File: src/rtl/uart_pkg.sv
// Shared types and constants for the FIFO-fed UART transmitter.
package uart_pkg;

    typedef enum logic [1:0] {IDLE, START, DATA, STOP} tx_state_e;

    localparam int IdleLevel = 1;

endpackage

File: src/rtl/baud_tick_gen.sv
// Bit-period timer: free-running modulo-ClksPerBit counter with a synchronous clear.
// tick_o marks the last clk_i cycle of each bit period.
module baud_tick_gen #(
    parameter int unsigned ClksPerBit = 16
) (
    input  logic clk_i,
    input  logic rst_i,
    input  logic clear_i,
    output logic tick_o
);

    localparam int unsigned CntW = (ClksPerBit > 1) ? $clog2(ClksPerBit) : 1;
    localparam logic [CntW-1:0] CntMax = CntW'(ClksPerBit - 1);

    logic [CntW-1:0] cnt_q, cnt_d;

    always_comb begin
        cnt_d = cnt_q + CntW'(1);
        if (clear_i || (cnt_q == CntMax)) begin
            cnt_d = '0;
        end
    end

    always_ff @(posedge clk_i or posedge rst_i) begin
        if (rst_i) begin
            cnt_q <= '0;
        end else begin
            cnt_q <= cnt_d;
        end
    end

    assign tick_o = (cnt_q == CntMax);

endmodule

File: src/rtl/fifo_uart_tx.sv
// Drains a first-word-fall-through FIFO one word at a time and sends each word
// as an 8N1-style UART frame (start, LSB-first data, StopBits stop bits).
module fifo_uart_tx
    import uart_pkg::*;
#(
    parameter int unsigned WordLength = 8,
    parameter int unsigned ClksPerBit = 16,
    parameter int unsigned StopBits   = 1
) (
    input  logic                  clk_i,
    input  logic                  rst_i,
    input  logic                  fifo_empty_i,
    input  logic [WordLength-1:0] fifo_data_i,
    output logic                  fifo_rd_o,
    output logic                  tx_o,
    output logic                  busy_o
);

    localparam int unsigned BitCntW = $clog2(WordLength) + 1;
    localparam logic [BitCntW-1:0] LastData = BitCntW'(WordLength - 1);
    localparam logic [BitCntW-1:0] LastStop = BitCntW'(StopBits - 1);

    tx_state_e state_q, state_d;

    logic [WordLength-1:0] shift_q, shift_d;
    logic [BitCntW-1:0]    bit_cnt_q, bit_cnt_d;
    logic                  tx_q, tx_d;
    logic                  fifo_rd_q, fifo_rd_d;
    logic                  busy_q, busy_d;
    logic                  tick;
    logic                  pop;

    // The pop strobe is registered one cycle ahead; the IDLE cycle it is high in
    // is the cycle the word is consumed and the frame is launched.
    assign pop = (state_q == IDLE) && fifo_rd_q;

    baud_tick_gen #(
        .ClksPerBit(ClksPerBit)
    ) u_baud_tick_gen (
        .clk_i  (clk_i),
        .rst_i  (rst_i),
        .clear_i(pop),
        .tick_o (tick)
    );

    always_ff @(posedge clk_i or posedge rst_i) begin
        if (rst_i) begin
            state_q <= IDLE;
        end else begin
            state_q <= state_d;
        end
    end

    always_comb begin
        state_d   = state_q;
        shift_d   = shift_q;
        bit_cnt_d = bit_cnt_q;
        case (state_q)
            IDLE: begin
                if (pop) begin
                    state_d   = START;
                    shift_d   = fifo_data_i;
                    bit_cnt_d = '0;
                end
            end
            START: begin
                if (tick) begin
                    state_d = DATA;
                end
            end
            DATA: begin
                if (tick) begin
                    shift_d = shift_q >> 1;
                    if (bit_cnt_q == LastData) begin
                        state_d   = STOP;
                        bit_cnt_d = '0;
                    end else begin
                        bit_cnt_d = bit_cnt_q + BitCntW'(1);
                    end
                end
            end
            STOP: begin
                if (tick) begin
                    if (bit_cnt_q == LastStop) begin
                        state_d   = IDLE;
                        bit_cnt_d = '0;
                    end else begin
                        bit_cnt_d = bit_cnt_q + BitCntW'(1);
                    end
                end
            end
            default: state_d = IDLE;
        endcase
    end

    // Outputs are computed from the next state so each flop lines up with its state.
    always_comb begin
        fifo_rd_d = (state_d == IDLE) && !fifo_empty_i;
        busy_d    = (state_d != IDLE) || fifo_rd_d;
        case (state_d)
            IDLE:    tx_d = 1'(IdleLevel);
            START:   tx_d = 1'b0;
            DATA:    tx_d = shift_d[0];
            STOP:    tx_d = 1'b1;
            default: tx_d = 1'(IdleLevel);
        endcase
    end

    always_ff @(posedge clk_i or posedge rst_i) begin
        if (rst_i) begin
            shift_q   <= '0;
            bit_cnt_q <= '0;
            tx_q      <= 1'(IdleLevel);
            fifo_rd_q <= 1'b0;
            busy_q    <= 1'b0;
        end else begin
            shift_q   <= shift_d;
            bit_cnt_q <= bit_cnt_d;
            tx_q      <= tx_d;
            fifo_rd_q <= fifo_rd_d;
            busy_q    <= busy_d;
        end
    end

    assign tx_o      = tx_q;
    assign fifo_rd_o = fifo_rd_q;
    assign busy_o    = busy_q;

endmodule

File: config.mk
export PLATFORM = sky130hd
export DESIGN_NAME = fifo_uart_tx
export DESIGN_NICKNAME = d
export VERILOG_FILES = /design/src/rtl/uart_pkg.sv /design/src/rtl/baud_tick_gen.sv /design/src/rtl/fifo_uart_tx.sv
export SDC_FILE = /design/constraint.sdc
export NUM_CORES = 1
export LEC_CHECK = 0
export ABC_AREA = 1
export CAP_MARGIN = 20
export CORE_MARGIN = 4
export CORE_UTILIZATION = 50
export CTS_CLUSTER_DIAMETER = 80
export DETAILED_ROUTE_END_ITERATION = 16
export GPL_ROUTABILITY_DRIVEN = 0
export PLACE_DENSITY_LB_ADDON = 0.15
export SLEW_MARGIN = 0
export SYNTH_ARGS = -nofsm -noshare
export SYNTH_HDL_FRONTEND = slang
export SYNTH_SLANG_ARGS = --single-unit
File: constraint.sdc
create_clock -name clk_i -period 2.6 [get_ports clk_i]
set_clock_uncertainty 0.2 [all_clocks]
set_input_delay 0.52 -clock clk_i [delete_from_list [all_inputs] [get_ports clk_i]]
set_output_delay 0.52 -clock clk_i [all_outputs]
set_load 0.05 [all_outputs]
==> metrics.md <==
| Metric | Value |
|---|---|
| Post-synthesis sequential area ratio | `46.4%` |
| Max-Cap Viols | `0` |
| Switch share | `45.5%` |
| Post_cts resized | `0` |
| Commonest cells after routing, fill and taps aside | `nand2_1 (23), dfrtp_1 (20), nor2_1 (13), clkdlybuf4s50_1 (13), nand3_1 (12)` |
| Die height | `55.6 µm` |
| Compound-cell area share of the yosys netlist | `between 8 and 9%` |
| DR pass1 iterations | `3` |
| Part of the power in registers | `40.8%` |
| Total global routing overflow | `0` |
| Hold Crit Class | `in -> async` |
| Crit-path slowest cell | `clkdlybuf4s50_1` |
| Initial antenna violation count | `0` |
| Post-synth top area share | `between 40% and 50%` |
| Share of layout cells above drive strength 1 | `18.2%` |
| Worst EP required | `1880 ps` |
| Setup TNS | `0 ps` |
| Power Dens Cells | `1170 nW/µm²` |
| Fill cells | `178` |
| Path type of the worst setup path | `reg -> out` |
| Synth Area in XOR/XNOR | `2.21%` |
| Unrepaired setup endpoints after global routing | `false` |
| Placed wire-length estimate | `between 1500 and 2000 µm` |
| Hold Vio Cnt, Final | `0` |
| CP arrival | `around 1600 ps` |
| Largest net degree at the start of global routing | `13` |
| Via count | `845` |
| DRT Wirelength | `2060 µm` |
| Setup bufs post-CTS | `0` |
| Clk root buf | `clkbuf_4` |
| Post-Syn Instances | `120` |
| Rows | `16` |
| Synth Area in Simple Gates | `between 30% and 40%` |
| Buffer and inverter count on the worst path | `1` |
| Diodes inserted | `0` |
| Mapped cell area | `approximately 1100 µm²` |
| Largest family of logic cells by synthesized area | `simple AND/OR/NAND/NOR gates` |
| Vias in the first global route | `852` |
| Die ar. | `3100 µm²` |
| Status | `complete, no violations` |
| DIE WIDTH | `~56 µm` |
| Global-route wire length before repair | `3570 µm` |
| Post-Synth Adder-Cell Area | `6.62%` |
| Crit path max fanout | `1` |
| Hold slack | `258 ps` |
| Worst skew pair latency | `slightly above 300 ps` |
| Final setup fails | `0` |
| Top cell type by total area after synthesis | `dfrtp_1` |
| Detail Route Antenna Nets | `0` |
| Wire length per cell | `12.6 µm` |
| Actual slew at the worst max-slew pin | `494 ps` |
| Sequential cell area | `527 µm²` |
| Max Clock Freq | `between 400 and 500 MHz` |
| Worst IR Drop VDD | `809 µV` |
| H-tree levels | `1` |
| DR iter-0 viols | `3` |
| CP delay by family, top | `buffers and inverters` |
| Hold Buf Count CTS | `0` |
| Combinational power share | `48.9%` |
| Clock power share | `10.4%` |
| Clock buffer depth | `2` |
| Nets | `155` |
| Pins Over Slew Limit | `0` |
| Pleak | `0.000674 µW` |
| Via density | `5.15` |
| Commonest non-fill, non-tap cell in the layout | `nand2_1` |
| # IOs | `14` |
| Critical Path Source Type | `register` |
| Syn_nets | `about 140` |
| Cts bufs inserted | `3` |
| Drc violations | `0` |
| I/O Buffers | `13` |
| Clock transition at path regs | `120 ps` |
| P_int | `841 µW` |
| Slowest stage delay, CP | `790 ps` |
| FF+latch count, synth | `21` |
| Layout area overhead | `16.5%` |
| Total GRT Usage | `14.9%` |
| Shortest period the worst path allows | `2360 ps` |
| Post-synthesis area per instance | `9.46 µm²` |
| Area contributors post-synth | `dfrtp_1 (44%), nand2_1 (7.6%), ha_1 (6.6%)` |
| Mux cell area share after synthesis | `0%` |
| Library cells used by synthesis | `28` |
| Number of synthesis warnings | `0` |
| Switching power | `approximately 700 µW` |
| Setup crit end kind | `output port` |
| CTS tree | `built` |
| CP Cell Sequence | `clkdlybuf4s50_1` |
| Normalized max-slew margin | `~67%` |
| Starting Density | `a little under three fifths` |
| Clk sink count | `21` |
| Final period utilization | `between 90% and 100%` |
| Core footprint | `2060 µm²` |
| Area of the multi-input gates | `533 µm²` |
## per-stage QoR
stage               util (%)  total power [µW]  instance area, µm²  cells  setup WS, ps
CTS                     64.1              1560                1320    164           232
global placement        62.8              1350                1290    160           589
floorplan                  -              1220                1130    120           769
global route            64.1              1690                1320    164           189
detailed placement      62.8              1400                1290    160           594
finish                  64.1              1550                1320    164           244
## power by group through the flow
stage / clock network, µW / registers (µW) / logic (µW)
after floorplan: 0 / 669 / 553
after global routing: 181 / 649 / 863
after CTS: 165 / 629 / 768
after detailed placement: 0 / 636 / 765
final: 160 / 630 / 755
after global placement: 0 / 624 / 730
## layer usage
| metal | share of wire, % | track usage (%) |
|---|---|---|
| met1 | 41 | 16.7 |
| met2 | 53 | 25.8 |
| met3 | 2.9 | 3.02 |
| met4 | 2.7 | 9.03 |
| met5 | 0 | 0 |
## synth_stat cells
master   instances
or2_2            1
nand2_1         23
nand2_2          2
a22oi_1          6
inv_2            2
inv_4            1
buf_6            1
a21oi_2          2
nand3_1         12
o21ai_0          1
dfrtp_1         20
nor2_8           2
nand4_2          1
inv_6            1
nor2_1          13
nor2_4           1
a21oi_1          3
xor2_2           1
nand3_2          1
ha_1             6
a22o_1           1
nand2_4          3
inv_1           11
dfstp_2          1
nor3b_1          1
nand4_1          1
nor2_2           1
xor2_1           1
## cells by family (layout without fill, tap and decap cells)
logic type	after synthesis	in the layout
adders and majority gates	6	6
buffers and inverters	16	33
DFF	21	21
AOI/OAI and AO/OA	13	13
xor gates and xnor gates	2	2
and+or+nand+nor	62	62
## flip-flops by register name, indices dropped and copies added (netlist names)
name                   cells
bit_cnt_q                  4
busy_o                     1
fifo_rd_o                  1
shift_q                    8
state_q                    2
tx_o                       1
u_baud_tick_gen.cnt_q      4
## cell type report
class	instances	share of cell area, %
well taps	27	2.55
clock inverters	1	0.378
flip-flops and latches	21	39.8
clock buffers	3	1.70
multi-input cells	83	40.3
inverters	15	4.82
repair buffers	14	10.4
## worst paths after layout
path / from / endpoint / slack [ps] / depth (start not counted)
max: tx_o$_DFF_PP1_ / tx_o / 240 / 1
min: rst_i / u_baud_tick_gen.cnt_q[1]$_DFF_PP0_ / 260 / 2
max reg2reg: u_baud_tick_gen.cnt_q[0]$_DFF_PP0_ / tx_o$_DFF_PP1_ / 580 / 9
min reg2reg: u_baud_tick_gen.cnt_q[0]$_DFF_PP0_ / u_baud_tick_gen.cnt_q[0]$_DFF_PP0_ / 280 / 1
max in group asynchronous: rst_i / bit_cnt_q[2]$_DFFE_PP0P_ / 1440 / 3
min in group clk_i: u_baud_tick_gen.cnt_q[0]$_DFF_PP0_ / u_baud_tick_gen.cnt_q[0]$_DFF_PP0_ / 280 / 1
No activity file was read; power rests on OpenSTA's default activity.
